`src/rtl/id_ex_stage_if.sv`:
```
// id_ex_stage_if: ID-side capture, forwarding and EX-side outputs of the ID/EX register.
interface id_ex_stage_if #(
   parameter int DATA_WIDTH = 32,
   parameter int CTRL_BITS  = 4,
   parameter int REG_BITS   = 5
);
   logic                  stall, flush, id_valid, id_funct7b5;
   logic [2:0]            id_op, id_funct3;
   logic [REG_BITS-1:0]   id_rs1, id_rs2, id_rd, mem_fwd_rd, wb_fwd_rd, ex_rd;
   logic [DATA_WIDTH-1:0] id_rs1_data, id_rs2_data, id_imm, mem_fwd_data, wb_fwd_data;
   logic                  mem_fwd_we, wb_fwd_we;
   logic                  ex_valid, ex_reg_write, ex_mem_read, ex_mem_write, ex_branch;
   logic                  ex_br_on_zero, ex_illegal;
   logic [CTRL_BITS-1:0]  alu_ctrl;
   logic [DATA_WIDTH-1:0] alu_a, alu_b, ex_store_data;
   modport master (
      output stall, flush, id_valid, id_op, id_funct3, id_funct7b5, id_rs1, id_rs2, id_rd,
             id_rs1_data, id_rs2_data, id_imm, mem_fwd_we, mem_fwd_rd, mem_fwd_data,
             wb_fwd_we, wb_fwd_rd, wb_fwd_data,
      input  ex_valid, alu_ctrl, alu_a, alu_b, ex_store_data, ex_rd, ex_reg_write,
             ex_mem_read, ex_mem_write, ex_branch, ex_br_on_zero, ex_illegal
   );
   modport slave (
      input  stall, flush, id_valid, id_op, id_funct3, id_funct7b5, id_rs1, id_rs2, id_rd,
             id_rs1_data, id_rs2_data, id_imm, mem_fwd_we, mem_fwd_rd, mem_fwd_data,
             wb_fwd_we, wb_fwd_rd, wb_fwd_data,
      output ex_valid, alu_ctrl, alu_a, alu_b, ex_store_data, ex_rd, ex_reg_write,
             ex_mem_read, ex_mem_write, ex_branch, ex_br_on_zero, ex_illegal
   );
endinterface

```
`src/rtl/id_ex_stage.sv`:
```
// id_ex_stage: ID/EX pipeline register with operand forwarding, ALU control decode, stall and flush.
module id_ex_stage #(
   parameter int DATA_WIDTH = 32,
   parameter int CTRL_BITS  = 4,
   parameter int REG_BITS   = 5
) (
   input logic         clk,
   input logic         rst,
   id_ex_stage_if.slave bus
);
   logic [DATA_WIDTH-1:0] fa, fb;
   logic [CTRL_BITS-1:0]  ctrl;
   logic                  ill, rw, mr, mw, br, boz, use_imm;
   always_comb begin
      fa = (bus.mem_fwd_we && bus.mem_fwd_rd == bus.id_rs1 && bus.id_rs1 != '0) ? bus.mem_fwd_data :
           (bus.wb_fwd_we && bus.wb_fwd_rd == bus.id_rs1 && bus.id_rs1 != '0) ? bus.wb_fwd_data : bus.id_rs1_data;
      fb = (bus.mem_fwd_we && bus.mem_fwd_rd == bus.id_rs2 && bus.id_rs2 != '0) ? bus.mem_fwd_data :
           (bus.wb_fwd_we && bus.wb_fwd_rd == bus.id_rs2 && bus.id_rs2 != '0) ? bus.wb_fwd_data : bus.id_rs2_data;
      use_imm = bus.id_op == 3'b001 || bus.id_op == 3'b010 || bus.id_op == 3'b011;
      ctrl = '1;
      ill = 1'b0;
      rw = 1'b0;
      mr = 1'b0;
      mw = 1'b0;
      br = 1'b0;
      boz = 1'b0;
      case (bus.id_op)
         3'b000, 3'b001: begin
            rw = 1'b1;
            case (bus.id_funct3)
               3'b000:  ctrl = (bus.id_op == 3'b000 && bus.id_funct7b5) ? 4'b0110 : 4'b0010;
               3'b111:  ctrl = 4'b0000;
               3'b110:  ctrl = 4'b0001;
               3'b010:  ctrl = 4'b0111;
               default: ill = 1'b1;
            endcase
         end
         3'b010: begin
            ctrl = 4'b0010;
            rw = 1'b1;
            mr = 1'b1;
         end
         3'b011: begin
            ctrl = 4'b0010;
            mw = 1'b1;
         end
         3'b100: begin
            br = 1'b1;
            case (bus.id_funct3)
               3'b000: begin
                  ctrl = 4'b0110;
                  boz = 1'b1;
               end
               3'b001:  ctrl = 4'b0110;
               3'b100:  ctrl = 4'b0111;
               3'b101:  ctrl = 4'b0101;
               default: ill = 1'b1;
            endcase
         end
         default: ill = 1'b1;
      endcase
      // illegal encodings and bubbles both carry no stage controls
      if (ill || !bus.id_valid) begin
         ctrl = '1;
         {rw, mr, mw, br, boz} = '0;
      end
      if (!bus.id_valid) ill = 1'b0;
   end
   always_ff @(posedge clk or posedge rst) begin
      if (rst) begin
         {bus.ex_valid, bus.ex_reg_write, bus.ex_mem_read, bus.ex_mem_write} <= '0;
         {bus.ex_branch, bus.ex_br_on_zero, bus.ex_illegal} <= '0;
         bus.alu_ctrl <= '1;
         bus.alu_a <= '0;
         bus.alu_b <= '0;
         bus.ex_store_data <= '0;
         bus.ex_rd <= '0;
      end else if (bus.flush) begin
         {bus.ex_valid, bus.ex_reg_write, bus.ex_mem_read, bus.ex_mem_write} <= '0;
         {bus.ex_branch, bus.ex_br_on_zero, bus.ex_illegal} <= '0;
         bus.alu_ctrl <= '1;
      end else if (!bus.stall) begin
         bus.ex_valid <= bus.id_valid;
         bus.ex_reg_write <= rw;
         bus.ex_mem_read <= mr;
         bus.ex_mem_write <= mw;
         bus.ex_branch <= br;
         bus.ex_br_on_zero <= boz;
         bus.ex_illegal <= ill;
         bus.alu_ctrl <= ctrl;
         bus.alu_a <= fa;
         bus.alu_b <= use_imm ? bus.id_imm : fb;
         bus.ex_store_data <= fb;
         bus.ex_rd <= bus.id_rd;
      end
   end
endmodule

```
`src/flat_wrapper.sv`:
```
// flat-port wrapper written by rule: the top's interface ports become plain ports
module id_ex_stage_flat 
#(
   parameter int DATA_WIDTH = 32,
   parameter int CTRL_BITS  = 4,
   parameter int REG_BITS   = 5
)
  (clk, rst, bus_stall, bus_flush, bus_id_valid, bus_id_op, bus_id_funct3, bus_id_funct7b5, bus_id_rs1, bus_id_rs2, bus_id_rd, bus_id_rs1_data, bus_id_rs2_data, bus_id_imm, bus_mem_fwd_we, bus_mem_fwd_rd, bus_mem_fwd_data, bus_wb_fwd_we, bus_wb_fwd_rd, bus_wb_fwd_data, bus_ex_valid, bus_alu_ctrl, bus_alu_a, bus_alu_b, bus_ex_store_data, bus_ex_rd, bus_ex_reg_write, bus_ex_mem_read, bus_ex_mem_write, bus_ex_branch, bus_ex_br_on_zero, bus_ex_illegal);
  id_ex_stage_if #(.DATA_WIDTH(DATA_WIDTH), .CTRL_BITS(CTRL_BITS), .REG_BITS(REG_BITS)) bus_i ();
  input logic clk;
  input logic rst;
  input wire logic [$bits(bus_i.stall)-1:0] bus_stall;
  input wire logic [$bits(bus_i.flush)-1:0] bus_flush;
  input wire logic [$bits(bus_i.id_valid)-1:0] bus_id_valid;
  input wire logic [$bits(bus_i.id_op)-1:0] bus_id_op;
  input wire logic [$bits(bus_i.id_funct3)-1:0] bus_id_funct3;
  input wire logic [$bits(bus_i.id_funct7b5)-1:0] bus_id_funct7b5;
  input wire logic [$bits(bus_i.id_rs1)-1:0] bus_id_rs1;
  input wire logic [$bits(bus_i.id_rs2)-1:0] bus_id_rs2;
  input wire logic [$bits(bus_i.id_rd)-1:0] bus_id_rd;
  input wire logic [$bits(bus_i.id_rs1_data)-1:0] bus_id_rs1_data;
  input wire logic [$bits(bus_i.id_rs2_data)-1:0] bus_id_rs2_data;
  input wire logic [$bits(bus_i.id_imm)-1:0] bus_id_imm;
  input wire logic [$bits(bus_i.mem_fwd_we)-1:0] bus_mem_fwd_we;
  input wire logic [$bits(bus_i.mem_fwd_rd)-1:0] bus_mem_fwd_rd;
  input wire logic [$bits(bus_i.mem_fwd_data)-1:0] bus_mem_fwd_data;
  input wire logic [$bits(bus_i.wb_fwd_we)-1:0] bus_wb_fwd_we;
  input wire logic [$bits(bus_i.wb_fwd_rd)-1:0] bus_wb_fwd_rd;
  input wire logic [$bits(bus_i.wb_fwd_data)-1:0] bus_wb_fwd_data;
  output wire logic [$bits(bus_i.ex_valid)-1:0] bus_ex_valid;
  output wire logic [$bits(bus_i.alu_ctrl)-1:0] bus_alu_ctrl;
  output wire logic [$bits(bus_i.alu_a)-1:0] bus_alu_a;
  output wire logic [$bits(bus_i.alu_b)-1:0] bus_alu_b;
  output wire logic [$bits(bus_i.ex_store_data)-1:0] bus_ex_store_data;
  output wire logic [$bits(bus_i.ex_rd)-1:0] bus_ex_rd;
  output wire logic [$bits(bus_i.ex_reg_write)-1:0] bus_ex_reg_write;
  output wire logic [$bits(bus_i.ex_mem_read)-1:0] bus_ex_mem_read;
  output wire logic [$bits(bus_i.ex_mem_write)-1:0] bus_ex_mem_write;
  output wire logic [$bits(bus_i.ex_branch)-1:0] bus_ex_branch;
  output wire logic [$bits(bus_i.ex_br_on_zero)-1:0] bus_ex_br_on_zero;
  output wire logic [$bits(bus_i.ex_illegal)-1:0] bus_ex_illegal;
  assign bus_i.stall = bus_stall;
  assign bus_i.flush = bus_flush;
  assign bus_i.id_valid = bus_id_valid;
  assign bus_i.id_op = bus_id_op;
  assign bus_i.id_funct3 = bus_id_funct3;
  assign bus_i.id_funct7b5 = bus_id_funct7b5;
  assign bus_i.id_rs1 = bus_id_rs1;
  assign bus_i.id_rs2 = bus_id_rs2;
  assign bus_i.id_rd = bus_id_rd;
  assign bus_i.id_rs1_data = bus_id_rs1_data;
  assign bus_i.id_rs2_data = bus_id_rs2_data;
  assign bus_i.id_imm = bus_id_imm;
  assign bus_i.mem_fwd_we = bus_mem_fwd_we;
  assign bus_i.mem_fwd_rd = bus_mem_fwd_rd;
  assign bus_i.mem_fwd_data = bus_mem_fwd_data;
  assign bus_i.wb_fwd_we = bus_wb_fwd_we;
  assign bus_i.wb_fwd_rd = bus_wb_fwd_rd;
  assign bus_i.wb_fwd_data = bus_wb_fwd_data;
  assign bus_ex_valid = bus_i.ex_valid;
  assign bus_alu_ctrl = bus_i.alu_ctrl;
  assign bus_alu_a = bus_i.alu_a;
  assign bus_alu_b = bus_i.alu_b;
  assign bus_ex_store_data = bus_i.ex_store_data;
  assign bus_ex_rd = bus_i.ex_rd;
  assign bus_ex_reg_write = bus_i.ex_reg_write;
  assign bus_ex_mem_read = bus_i.ex_mem_read;
  assign bus_ex_mem_write = bus_i.ex_mem_write;
  assign bus_ex_branch = bus_i.ex_branch;
  assign bus_ex_br_on_zero = bus_i.ex_br_on_zero;
  assign bus_ex_illegal = bus_i.ex_illegal;
  id_ex_stage #(.DATA_WIDTH(DATA_WIDTH), .CTRL_BITS(CTRL_BITS), .REG_BITS(REG_BITS)) u_core (.clk(clk), .rst(rst), .bus(bus_i));
endmodule
```
`config.mk`:
```
export PLATFORM = sky130hd
export DESIGN_NAME = id_ex_stage_flat
export DESIGN_NICKNAME = d
export VERILOG_FILES = /design/src/rtl/id_ex_stage_if.sv /design/src/rtl/id_ex_stage.sv /design/src/flat_wrapper.sv
export SDC_FILE = /design/constraint.sdc
export NUM_CORES = 1
export LEC_CHECK = 0
export BUFFER_PORTS_ARGS = -buffer_cell sky130_fd_sc_hd__buf_2
export CORE_MARGIN = 1.5
export CORE_UTILIZATION = 40
export DETAILED_ROUTE_END_ITERATION = 10
export GPL_TIMING_DRIVEN = 0
export PLACE_DENSITY = 0.73
export SLEW_MARGIN = 20
export SYNTH_ARGS = -nofsm -noshare
export SYNTH_HDL_FRONTEND = slang
export SYNTH_SLANG_ARGS = --single-unit
```
`constraint.sdc`:
```
create_clock -name clk -period 6.5 [get_ports clk]
set_input_delay 0.65 -clock clk [delete_from_list [all_inputs] [get_ports clk]]
set_output_delay 0.65 -clock clk [all_outputs]
set_load 0.005 [all_outputs]
```
# Word level (Yosys, flattened, before mapping)
# Index checks and enable logic that the tools add are counted.
[op_classes] add_sub_neg=0 n_mul=0 div=0 n_lt_le_gt_ge=0 eq_ne=15 shifts=0 muxes=41 n_bitwise=2 reduce_logical=24
[op_table] operator="$mux 32" n=5
[op_table] operator="$mux 1" n=28
[op_table] operator="$pmux 4 s3" n=2
[op_table] operator="$eq 5x5->1" n=4
[op_table] operator="$pmux 4 s4" n=1
[op_table] operator="$eq 3x3->1 const B" n=5
[op_table] operator="$mux 4" n=3
[op_table] operator="$reduce_bool 5->1" n=2
[op_table] operator="$eq 3x2->1 const B" n=3
[op_table] operator="$logic_and 1x1->1" n=9
[op_table] operator="$reduce_or 4->1" n=2
[op_table] operator="$eq 3x1->1 const B" n=2
[op_table] operator="$logic_not 3->1" n=2
[op_table] operator="$reduce_or 2->1" n=3
[op_table] operator="$logic_or 1x1->1" n=3
[op_table] operator="$mux 3" n=1
[op_table] operator="$pmux 1 s3" n=1
[op_table] operator="$reduce_or 3->1" n=1
[op_table] operator="$ne 2x1->1 const B" n=1
[op_table] operator="$not 1->1" n=2
[op_table] operator="$reduce_and 2->1" n=1
[op_table] operator="$logic_not 1->1" n=1
[word_totals] reg_bits=112 latchBits=0 ram_bits=0 mem_bits_ro=0 inputBits=199 out_inout_bits=112 wordCells=94 mem_count=0

# Logic depth before layout (Yosys ltp)
[logic_depth] depth_word=8 depth_mapped=7 ltp_nobuf=5

# Least setup slack after synthesis
# Ideal clock, no wire load.
[synth_path] path_type="input to register" from="input bus_id_rs2[0]" to="register u_core.bus.alu_b[0]" arrival_ps=1936 t_required_ps=6366 setup_slack_ps=4430 cell_stages=6 n_path_buf=1 path_cell_list="or4_4 a21oi_4 nor4_4 buf_6 a222oi_1 o21ai_1"
[synth_via] elab_chain_cells=6 elab_cells_between_ends=10 classes_between="2 x eq/ne; 3 x mux; 5 x reduce/logical"
[synth_lines] item="from (decl)" line_no="flat_wrapper.sv:19" rtl="input wire logic [$bits(bus_i.id_rs2)-1:0] bus_id_rs2;"
[synth_lines] item="$eq 5x5->1" line_no="id_ex_stage.sv:18" rtl="(bus.wb_fwd_we && bus.wb_fwd_rd == bus.id_rs2 && bus.id_rs2 != '0) ? bus.wb_fwd_data : bus.id_rs2_data;"
[synth_lines] item="$logic_and 1x1->1 (2 in a row)" line_no="id_ex_stage.sv:18"
[synth_lines] item="$mux 32" line_no="id_ex_stage.sv:18"
[synth_lines] item="$mux 32 (*)" line_no="id_ex_stage.sv:17" rtl="fb = (bus.mem_fwd_we && bus.mem_fwd_rd == bus.id_rs2 && bus.id_rs2 != '0) ? bus.mem_fwd_data :"
[synth_lines] item="$mux 32 (*)" line_no="id_ex_stage.sv:92" rtl="bus.alu_b <= use_imm ? bus.id_imm : fb;"
[synth_lines] item="to (signal assigned)" line_no="id_ex_stage.sv:92"
[synth_lines] item="to (decl)" line_no="id_ex_stage_if.sv:27" rtl="output ex_valid, alu_ctrl, alu_a, alu_b, ex_store_data, ex_rd, ex_reg_write,"
# Every way passes the cells marked *; elsewhere a longest branch is shown, timed or not.
# A chain may end at the register's enable or synchronous reset.

# Worst setup path after layout
[layout_path] from="input bus_wb_fwd_rd[0]" to="register u_core.bus.alu_b[21]"
[layout_via] elab_chain_cells=6
[layout_lines] item="from (decl)" line_no="flat_wrapper.sv:28" rtl="input wire logic [$bits(bus_i.wb_fwd_rd)-1:0] bus_wb_fwd_rd;"
[layout_lines] item="$eq 5x5->1" line_no="id_ex_stage.sv:18"
[layout_lines] item="$logic_and 1x1->1 (2 in a row)" line_no="id_ex_stage.sv:18"
[layout_lines] item="$mux 32" line_no="id_ex_stage.sv:18"
[layout_lines] item="$mux 32" line_no="id_ex_stage.sv:17"
[layout_lines] item="$mux 32" line_no="id_ex_stage.sv:92"
# No other way between the ends.

==> summary.txt <==
Placed design
  • GP Congestion: 0.872
  • IO buf count: 307
  • Placed cell count: 1038
  • Detail Placement HPWL: 15900 µm
  • DP Area: 7630 µm²
  • Worst slack, placed: 3710 ps

Clock tree
  • Hold Buf Count CTS: 0
  • CTS root buf: clkbuf_16
  • Clock transition at the registers of the reported paths: 70 ps
  • H-tree Lvls: 3
  • Setup repair bufs after CTS: 0
  • Worst skew pair latency: 350 ps
  • CTS resizes: 0
  • TritonCTS clock tree: built
  • Clk buf depth: 2
  • Clock sink count: 112
  • Inserted Clock Buffers: 9

Critical path
  • CP Data Required Time: 6720 ps
  • Worst setup EP type: flop
  • WP data arrival: 2630 ps
  • Startpoint Class: input port
  • Crit path top cell by count: buf_2
  • Critical-path cell list: buf_2 > xnor2_1 > nand3_1 > a211oi_2 > buf_2 > mux2i_1 > o21ai_1
  • Kind of critical path: in -> reg
  • Slowest stage cell, crit path: a211oi_2
  • Max stage delay on crit path: 610 ps
  • Crit path max fanout: 10

Finish
  • Fillcell total: 1306
  • Commonest non-fill, non-tap cells in the layout: buf_2, dfrtp_1, mux2i_1
  • Fin cells: 1054
  • Layout cells sized above 1: 41.5%
  • Final Core Density: 56.3%
  • Area growth, synth to finish: 35.5%
  • Most common cell after layout, fill and taps aside: buf_2
  • Post-route cell area: 7910 µm²
  • Nets: 1068

Detailed routing
  • 1st-pass router iterations: 6
  • Iteration-0 DRC Markers: 464
  • WL final: 20700 µm
  • Drc violations: 0
  • Final ANT Viol Nets: 0
  • Wirelength per Cell: 19.6 µm
  • DR vias/cell: 5.54
  • Vias: 5836

Global routing
  • Met3 usage: 4.95%
  • Number of global-route vias before repair: 5872
  • Global Route met1 Usage: 31.9%
  • Pin count of the biggest net entering global routing: 63
  • Met2 usage: 48.3%
  • Global Route Usage Sum: 26.8%
  • Global-route wire length before repair: 30900 µm
  • GR peak layer: met2
  • Total gr overflow: 0
  • Initial antenna violation count: 1

Timing
  • Period utilization: 37.1%
  • RSZ-0062 raised after global routing: false
  • Worst hold slack: 368 ps
  • Final slew viol count: 0
  • Final setup vio count: 0
  • Clk_skew: 0 ps
  • Setup TNS Final: 0 ps
  • Relative slew slack: 54.6%
  • Final worst setup slack: 4090 ps
  • Fin crit period: 2410 ps
  • Slew @ Worst Pin: 680 ps
  • Final hold vios: 0
  • Fmax: 0.415 GHz

Pwr
  • Total Power Consumption: 1.78 mW
  • VDD IR max: 0.000149 V
  • PwrDens: 225 nW/µm²
  • Lkg Pwr: 3.82 nW

Floorplanning
  • Die Width: 124 µm
  • Die Ht: 124 µm
  • Die area: 15300 µm²
  • Initial Util: 41.5%
  • Total core area: 14000 µm²
  • Row cnt: 43
  • Num ports: 311

Yosys
  • Synth Flop Type: dfrtp_1
  • Synth Register Bits: 112
  • Ys Warns: 0
  • Mapped Area: 5830 µm²
  • Post-synth cell types: 50
  • Syn avg cell area: 10.6 µm²
  • Seq/Total Area, Yosys: 48.1%
  • Post-synth ARST share: 100%
  • Number of enable flip-flop cells after synthesis: 0
  • Cells after Synth: 550
  • Syn nets: 749

Worst hold path
  • Path category of the worst min-delay check: in -> async

Run
  • Max_cap viols: 0

Outcome
  • Run status: finished, final reports clean
## cells in the mapped netlist, types with 3 or more instances
master	count	area (µm²)
dfrtp_1	108	2700
mux2i_1	66	661
o21ai_1	63	315
nand2_1	57	214
inv_1	36	135
a222oi_1	32	320
a22oi_1	32	240
o221ai_1	32	280
clkbuf_1	18	67.6
xnor2_1	17	149
nor2_1	14	52.6
buf_6	11	124
buf_2	10	50.1
dfstp_2	4	105
a21oi_1	3	15.0
nand3_1	3	15.0
o21ai_0	3	15.0
## layer usage
metal / up-vias / part of all wire, %
met1: 2811 / 39
li1: 2712 / -
met3: 35 / 8.1
met2: 278 / 50
met4: 0 / 2.3
met5: - / 0
## where the power goes
group	internal, mW	switching, mW	leakage, nW
Sequential	0.789	0.0510	1.39
Combinational	0.204	0.211	2.29
Clock	0.278	0.246	0.134
## registers in the layout, summed over array words and instances (netlist names)
register / count
u_core.bus.alu_ctrl: 4
u_core.bus.alu_a: 32
u_core.bus.ex_reg_write: 1
u_core.bus.ex_branch: 1
u_core.bus.ex_rd: 5
u_core.bus.alu_b: 32
u_core.bus.ex_br_on_zero: 1
u_core.bus.ex_mem_write: 1
u_core.bus.ex_mem_read: 1
u_core.bus.ex_illegal: 1
u_core.bus.ex_valid: 1
u_core.bus.ex_store_data: 32
## cell families (layout without fill, tap and decap cells)
logic type             Yosys count  after routing  synth area share (%)
XOR/XNOR                        17             17                  2.55
buffers and inverters           79            402                  7.10
other                            0              1                     0
flip-flops                     112            112                  48.1
multiplexers                    66             66                  11.3
AO/OA/AOI/OAI                  181            181                  22.9
AND/OR/NAND/NOR                 95             95                  8.04
## final cells by class
| class | instances | area (µm²) | area share [%] |
|---|---|---|---|
| antenna | 1 | 2.50 | 0.0317 |
| buffer | 43 | 279 | 3.53 |
| clock buffer | 12 | 256 | 3.24 |
| clock inverter | 3 | 17.5 | 0.222 |
| inverter | 36 | 140 | 1.77 |
| multi-input combinational | 359 | 2610 | 33.0 |
| sequential | 112 | 2810 | 35.5 |
| tap | 180 | 225 | 2.85 |
| timing repair buffer | 308 | 1560 | 19.8 |
## worst max-delay path, delay by kind of cell
family	cells	cell delay (ps)
xor gates and xnor gates	1	160
muxes	1	390
buffers and inverters	2	570
and+or+nand+nor	1	120
AOI/OAI and AO/OA	2	740
## final timing paths
kind | cells past startpoint | slack, ps | from | end
worst max-delay path | 7 | 4090 | bus_wb_fwd_rd[0] | u_core.bus.alu_b[21]
worst min-delay path | 2 | 370 | rst | u_core.bus.ex_rd[2]
worst max register to register | 2 | 5530 | u_core.bus.alu_b[23] | u_core.bus.alu_b[23]
worst min register to register | 2 | 480 | u_core.bus.ex_rd[2] | u_core.bus.ex_rd[2]
max in group asynchronous | 3 | 5460 | rst | u_core.bus.ex_store_data[18]
min in group clk | 2 | 480 | u_core.bus.ex_rd[2] | u_core.bus.ex_rd[2]
(Power assumes the default switching activity.)
